### src/rtl/mips_register_file_if.sv
// Operand-fetch and write-back bus between the datapath and the MIPS register file.
// The master drives indices and write-back; the slave (register file) returns operands.
interface mips_register_file_if #(
  parameter int DATA_WIDTH = 32,
  parameter int ADDR_WIDTH = 5
);
  logic [ADDR_WIDTH-1:0] read_reg1;
  logic [ADDR_WIDTH-1:0] read_reg2;
  logic [ADDR_WIDTH-1:0] write_reg;
  logic [DATA_WIDTH-1:0] write_data;
  logic                  reg_write;
  logic [DATA_WIDTH-1:0] read_data1;
  logic [DATA_WIDTH-1:0] read_data2;

  modport master (
    output read_reg1, read_reg2, write_reg, write_data, reg_write,
    input  read_data1, read_data2
  );

  modport slave (
    input  read_reg1, read_reg2, write_reg, write_data, reg_write,
    output read_data1, read_data2
  );
endinterface

### src/rtl/mips_register_file.sv
// 32-entry MIPS register file: two combinational read ports, one write port, $zero hardwired.
// Define REGFILE_BYPASS_EN to forward same-cycle write data to matching read ports.
module mips_register_file #(
  parameter int DATA_WIDTH = 32,
  parameter int ADDR_WIDTH = 5
) (
  input logic                clk,
  input logic                rst_n,
  mips_register_file_if.slave rf
);
  localparam int NUM_REGS = 2 ** ADDR_WIDTH;

  logic [DATA_WIDTH-1:0] regs_reg [NUM_REGS];
  // Low until the first edge after reset release, so a write coincident with release is dropped.
  logic                  active_reg;
  logic                  write_en;
  logic [ADDR_WIDTH-1:0] read_idx [2];
  logic [DATA_WIDTH-1:0] read_val [2];

  assign write_en = active_reg && rf.reg_write && (rf.write_reg != '0);

  always_ff @(posedge clk or negedge rst_n) begin
    if (!rst_n) begin
      active_reg <= 1'b0;
      for (int i = 0; i < NUM_REGS; i++) begin
        regs_reg[i] <= '0;
      end
    end else begin
      active_reg <= 1'b1;
      if (write_en) begin
        regs_reg[rf.write_reg] <= rf.write_data;
      end
    end
  end

  assign read_idx[0] = rf.read_reg1;
  assign read_idx[1] = rf.read_reg2;

  generate
    for (genvar gi = 0; gi < 2; gi++) begin : g_read_port
`ifdef REGFILE_BYPASS_EN
      logic bypass_hit;
      assign bypass_hit = rst_n && active_reg && rf.reg_write &&
                          (rf.write_reg != '0) && (rf.write_reg == read_idx[gi]);
      assign read_val[gi] = bypass_hit              ? rf.write_data :
                            (read_idx[gi] == '0)    ? '0            :
                                                      regs_reg[read_idx[gi]];
`else
      assign read_val[gi] = (read_idx[gi] == '0) ? '0 : regs_reg[read_idx[gi]];
`endif
    end
  endgenerate

  assign rf.read_data1 = read_val[0];
  assign rf.read_data2 = read_val[1];
endmodule

### src/flat_wrapper.sv
// flat-port wrapper written by rule: the top's interface ports become plain ports
module mips_register_file_flat 
#(
  parameter int DATA_WIDTH = 32,
  parameter int ADDR_WIDTH = 5
)
  (clk, rst_n, rf_read_reg1, rf_read_reg2, rf_write_reg, rf_write_data, rf_reg_write, rf_read_data1, rf_read_data2);
  mips_register_file_if #(.DATA_WIDTH(DATA_WIDTH), .ADDR_WIDTH(ADDR_WIDTH)) rf_i ();
  input logic clk;
  input logic rst_n;
  input wire logic [$bits(rf_i.read_reg1)-1:0] rf_read_reg1;
  input wire logic [$bits(rf_i.read_reg2)-1:0] rf_read_reg2;
  input wire logic [$bits(rf_i.write_reg)-1:0] rf_write_reg;
  input wire logic [$bits(rf_i.write_data)-1:0] rf_write_data;
  input wire logic [$bits(rf_i.reg_write)-1:0] rf_reg_write;
  output wire logic [$bits(rf_i.read_data1)-1:0] rf_read_data1;
  output wire logic [$bits(rf_i.read_data2)-1:0] rf_read_data2;
  assign rf_i.read_reg1 = rf_read_reg1;
  assign rf_i.read_reg2 = rf_read_reg2;
  assign rf_i.write_reg = rf_write_reg;
  assign rf_i.write_data = rf_write_data;
  assign rf_i.reg_write = rf_reg_write;
  assign rf_read_data1 = rf_i.read_data1;
  assign rf_read_data2 = rf_i.read_data2;
  mips_register_file #(.DATA_WIDTH(DATA_WIDTH), .ADDR_WIDTH(ADDR_WIDTH)) u_core (.clk(clk), .rst_n(rst_n), .rf(rf_i));
endmodule
### config.mk
export PLATFORM = sky130hd
export DESIGN_NAME = mips_register_file_flat
export DESIGN_NICKNAME = d
export VERILOG_FILES = /design/src/rtl/mips_register_file_if.sv /design/src/rtl/mips_register_file.sv /design/src/flat_wrapper.sv
export SDC_FILE = /design/constraint.sdc
export NUM_CORES = 2
export LEC_CHECK = 0
export BUFFER_PORTS_ARGS = -buffer_cell sky130_fd_sc_hd__buf_2
export CAP_MARGIN = 5
export CORE_MARGIN = 2
export CORE_UTILIZATION = 60
export CTS_BUF_LIST = sky130_fd_sc_hd__clkbuf_4
export DETAILED_ROUTE_END_ITERATION = 16
export PLACE_DENSITY_LB_ADDON = 0.3
export RECOVER_POWER = 25
export SYNTH_ARGS = -nofsm -noshare
export SYNTH_HDL_FRONTEND = slang
export SYNTH_SLANG_ARGS = --single-unit
### constraint.sdc
create_clock -name clk -period 3.4 [get_ports clk]
set_input_delay 0.85 -clock clk [delete_from_list [all_inputs] [get_ports clk]]
set_output_delay 0.85 -clock clk [all_outputs]
set_load 0.01 [all_outputs]
# --- Word level (Yosys, flattened, before mapping) ---
# Index checks and enable logic that the tools add are counted.
totals:
  regBits: 1025
  latchBits: 0
  ram_bits: 0
  rom_bits: 0
  input_bits: 50
  out_inout_bits: 64
  wordCells: 57
  mem_count: 0
op_classes:
  n_addsub: 0
  mul: 0
  div: 0
  magnitude_cmp: 4
  eq_ne: 0
  n_shift: 0
  muxes: 11
  bitwise: 3
  n_reduce_logical: 6
op_table:
  columns: ["cell", "n"]
  rows:
  - ["$bwmux W1024", 1]
  - ["$bmux W32 S5", 2]
  - ["$mux W32", 7]
  - ["$demux W32 S5", 1]
  - ["$ge A6 B6 Y1 const B", 3]
  - ["$not A5 Y6", 3]
  - ["$logic_not A5 Y1", 2]
  - ["$lt A6 B1 Y1 const B", 1]
  - ["$reduce_bool A5 Y1", 1]
  - ["$logic_and A1 B1 Y1", 3]

# --- Longest topological paths before layout ---
logic_depth:
  ltp_word: 6
  ltp_mapped: 7
  mapped_depth_nobuf: 4

# --- Least setup slack after synthesis ---
# OpenSTA, ideal clock, no wires.
synth_timing:
  path_type: "input-to-output"
  start: "input port rf_read_reg1[0]"
  end: "output port rf_read_data1[13]"
  arrival_time_ps: 2181
  required_ps: 2550
  setup_slack_ps: 369
  path_stages: 7
  path_buffers: 4
  path_cell_list: "buf_4 -> inv_2 -> buf_4 -> buf_4 -> clkbuf_1 -> o2111ai_1 -> a311oi_1"
synth_via:
  elab_chain_len: 5
  elab_cells_between_ends: 6
  cone_classes: "mux (4); bitwise (1); reduce/logical (1)"
synth_lines:
  columns: ["element", "line_no", "text"]
  rows:
  - ["start: declaration", "flat_wrapper.sv:11", "input wire logic [$bits(rf_i.read_reg1)-1:0] rf_read_reg1;"]
  - ["$not A5 Y6 (implied by the code)", "mips_register_file.sv:49", "assign read_val[gi] = (read_idx[gi] == '0) ? '0 : regs_reg[read_idx[gi]];"]
  - ["$bmux W32 S5", "mips_register_file.sv:49", null]
  - ["$mux W32 (implied by the code) (2 in series)", "mips_register_file.sv:49", null]
  - ["$mux W32 *", "mips_register_file.sv:49", null]
  - ["end: declaration", "flat_wrapper.sv:16", "output wire logic [$bits(rf_i.read_data1)-1:0] rf_read_data1;"]
# Mark *: on every way between the ends. The rest lies on a longest branch, timed or not. The select of a mux whose other input is x is not followed.

# --- Final worst setup path ---
layout_timing:
  start: "register u_core.regs_reg[920] (netlist name)"
  end: "output port rf_read_data1[24]"
layout_via:
  elab_chain_len: 4
layout_lines:
  columns: ["element", "line_no", "text"]
  rows:
  - ["start: declaration", "mips_register_file.sv:13", "logic [DATA_WIDTH-1:0] regs_reg [NUM_REGS];"]
  - ["start signal: indexed assignment", "mips_register_file.sv:31", "regs_reg[rf.write_reg] <= rf.write_data;"]
  - ["$bmux W32 S5", "mips_register_file.sv:49", null]
  - ["$mux W32 (implied by the code) (2 in series)", "mips_register_file.sv:49", null]
  - ["$mux W32", "mips_register_file.sv:49", null]
# Every way passes these cells. The select of a mux whose other input is x is not followed.

==> out/qor.csv <==
metric,value,unit
"commonest non-fill, non-tap cell in the layout",dfrtp_1,
post-layout util,71.4,%
Syn Inst Count,3619,
Vias,38784,
initial antenna violation count,12,
clock sinks,1025,
post-DP HPWL,111000,µm
unrepaired setup endpoints after global routing,yes,
Placed Cells,4883,
CP cell instances,buf_6 > mux4_2 > mux2_4 > o21ai_4 > a311oi_4 > buf_2,
vias in the first global route,41071,
Root Buffer,clkbuf_4,
CTS max path bufs,4,
Unique masters post-synth,40,
DR iter-0 viols,4310,
failing checks,"capacitance limit, slew limit, setup timing",
area delta synth->final,17.3,%
fmax,268,MHz
crit path DAT,2880,ps
# setup viols final,64,
Power Density,499,mW/mm²
number of max-cap violations,3,
fin nets,4082,
post-route setup slack,-326,ps
Core ar.,0.0903,mm²
critical path required time,2550,ps
Layout Cells excl Fill,5391,
"Async S/R FF share, synth",100,%
Hold Path Stages,2,
#FFs+latches synth,1025,
row count,110,
mapped cell area,0.0549,mm²
status,finished with violations,
type of destination of the critical path,primary output,
Port-buffer cells,113,
"Slew Viols, Final",175,
"reg-to-reg slack, setup",1140,ps
syn_nets,3669,
CP bufs+invs,2,
"Clk pin slew, worst setup/hold paths",70,ps
r2r endpoint,u_core.regs_reg[727],
Worst Setup Path Type,reg -> out,
most frequent cells in the layout,"1025 x dfrtp_1, 967 x mux2_2, 437 x mux4_2",
reg2reg path depth,5,
Reg2Reg Launch Point,u_core.active_reg,
# DRC,0,
final wirelength,179000,µm
P_leak,29.2,nW
crit path max-delay cell type,mux4_2,
"Seq/Total Area, Yosys",46.7,%
"Remaining Overflow, GRT",0,
Crit Path Max Fanout,2,
min-delay src,rf_write_data[27],
Hold EP,u_core.regs_reg[795],
H-Tree Depth,5,
Mapped Avg Cell Area,15.2,µm²
largest net degree at the start of global routing,111,
Hold Fails Final Rpt,0,
fraction of layout cells with a size suffix above 1,64.2,%
Slew headroom,-16.1,%
"antenna viol nets, final",0,
setup TNS,-11620,ps
filler cell count,5616,
first-pass GRT wire length,265000,µm
Synth Flop Type,dfrtp_1,
Period minus WS final,3730,ps
CTS tree,done,
crit share post-route,110,%
die area,0.0939,mm²
GRT Total Usage,38.5,%
"CP delay by family, top",multiplexers,
DRT Pass-1 Iters,5,
Starting Density,60.8,%
Worst Tran Pin Value,1740,ps
max reg flops,1024,
drt wl/cell,33.1,µm
Syn. warnings,0,
critical path launch point type,flip-flop,
Die Wd,306,µm
Hold Path Class,in -> reg,
GPL Wtd Cong,0.876,
final setup skew,93.4,ps
Pwr Total,0.0322,W
vias per inst,7.19,
Post-synth EDFFs,0,
Max rail drop VDD,0.000339,V
IO Pins,114,
Die Height,306,µm
"Clk Latency, worst-skew pair",1200,ps
clock buffer count from CTS,289,
Worst path max stage delay,450,ps
## cell usage after synthesis (14+ instances only)
| master | instances | share of area (%) |
|---|---|---|
| mux4_2 | 433 | 18 |
| dfrtp_1 | 1025 | 47 |
| a211oi_1 | 64 | 0.88 |
| o2111ai_1 | 16 | 0.26 |
| buf_2 | 129 | 1.2 |
| buf_4 | 70 | 0.96 |
| o21ai_1 | 102 | 0.93 |
| mux2i_1 | 128 | 2.3 |
| mux2_1 | 42 | 0.86 |
| buf_6 | 41 | 0.84 |
| a22oi_1 | 64 | 0.88 |
| clkbuf_1 | 183 | 1.3 |
| a311oi_1 | 64 | 1.0 |
| a221oi_1 | 48 | 0.77 |
| mux2_2 | 1014 | 21 |
| mux4_1 | 14 | 0.67 |
| nand2_1 | 44 | 0.30 |
| nor2b_1 | 69 | 0.79 |
## how the worst max path moves through the flow
| stage | from | to | slack, ps | cells past startpoint |
|---|---|---|---|---|
| after global placement | rf_read_reg1[1] | rf_read_data1[4] | -270 | 9 |
| after detailed placement | rf_read_reg2[2] | rf_read_data2[20] | -350 | 8 |
| after global routing | u_core.regs_reg[500] | rf_read_data2[20] | -430 | 6 |
| after floorplan | rf_read_reg1[0] | rf_read_data1[13] | 370 | 7 |
| after CTS | u_core.regs_reg[606] | rf_read_data2[30] | -350 | 6 |
| final | u_core.regs_reg[920] | rf_read_data1[24] | -330 | 6 |
## report_power, final
group          switching [W]  internal, W  total [W]
clock                0.00519      0.00578     0.0110
sequential           0.00124       0.0137     0.0150
combinational        0.00269      0.00353    0.00622
total                0.00912       0.0231     0.0322
## routing by layer
| metal | vias up | part of all wire [%] | GRT usage (%) |
|---|---|---|---|
| met2 | 2670 | 46 | 58.0 |
| met4 | 8 | 6.7 | 24.6 |
| met1 | 20334 | 36 | 48.3 |
| met3 | 706 | 12 | 12.6 |
| li1 | 15066 | - | - |
| met5 | - | 0.046 | 0 |
## worst reg2reg max path, delay by kind of cell (launching register included)
family        cells  cell delay [ps]
buf+inv           1              360
flops             1              400
mux               1              380
simple gates      3             1000
## kinds of logic (layout without fill, tap and decap cells)
| family | Yosys count | count (layout) | share of synthesized area [%] |
|---|---|---|---|
| other | 1 | 11 | 0.00683 |
| flip-flops | 1025 | 1025 | 46.7 |
| buffers and inverters | 431 | 1017 | 4.34 |
| AO/OA/AOI/OAI | 368 | 368 | 4.81 |
| AND/OR/NAND/NOR | 162 | 162 | 1.65 |
| multiplexers | 1632 | 1632 | 42.5 |
## stage by stage
| step | hold slack (ps) | instance area, µm² | setup WS, ps |
|---|---|---|---|
| 3_5_place_dp | 385 | 59400 | -352 |
| 6_report | 282 | 64400 | -326 |
| 4_1_cts | 179 | 63700 | -351 |
| 5_1_grt | 264 | 64400 | -426 |
| 3_3_place_gp | 377 | 59400 | -272 |
| 2_1_floorplan | 438 | 54900 | 369 |
## final cells by class
cell class | instances | area [µm²] | share of cell area [%]
Antenna cell | 10 | 25.0 | 0.0388
Clock buffer | 416 | 3120 | 4.85
Clock inverter | 48 | 260 | 0.404
Inverter | 2 | 10.0 | 0.0155
Multi-Input combinational cell | 2163 | 28500 | 44.3
Sequential cell | 1025 | 25600 | 39.8
Tap cell | 1176 | 1470 | 2.28
Timing Repair Buffer | 551 | 5360 | 8.32
## repair_timing
| item | in CTS | in global routing |
|---|---|---|
| gates resized for setup | 190 | 124 |
| cloned | 0 | 0 |
| setup endpoints to repair | 64 | 64 |
| endpoints found under the hold margin | 22 | 0 |
| hold buffers | 1 | 0 |
| buffers inserted | 27 | 24 |
| pin swaps | 29 | 46 |
Note: power is estimated with default switching activity, not from simulation.
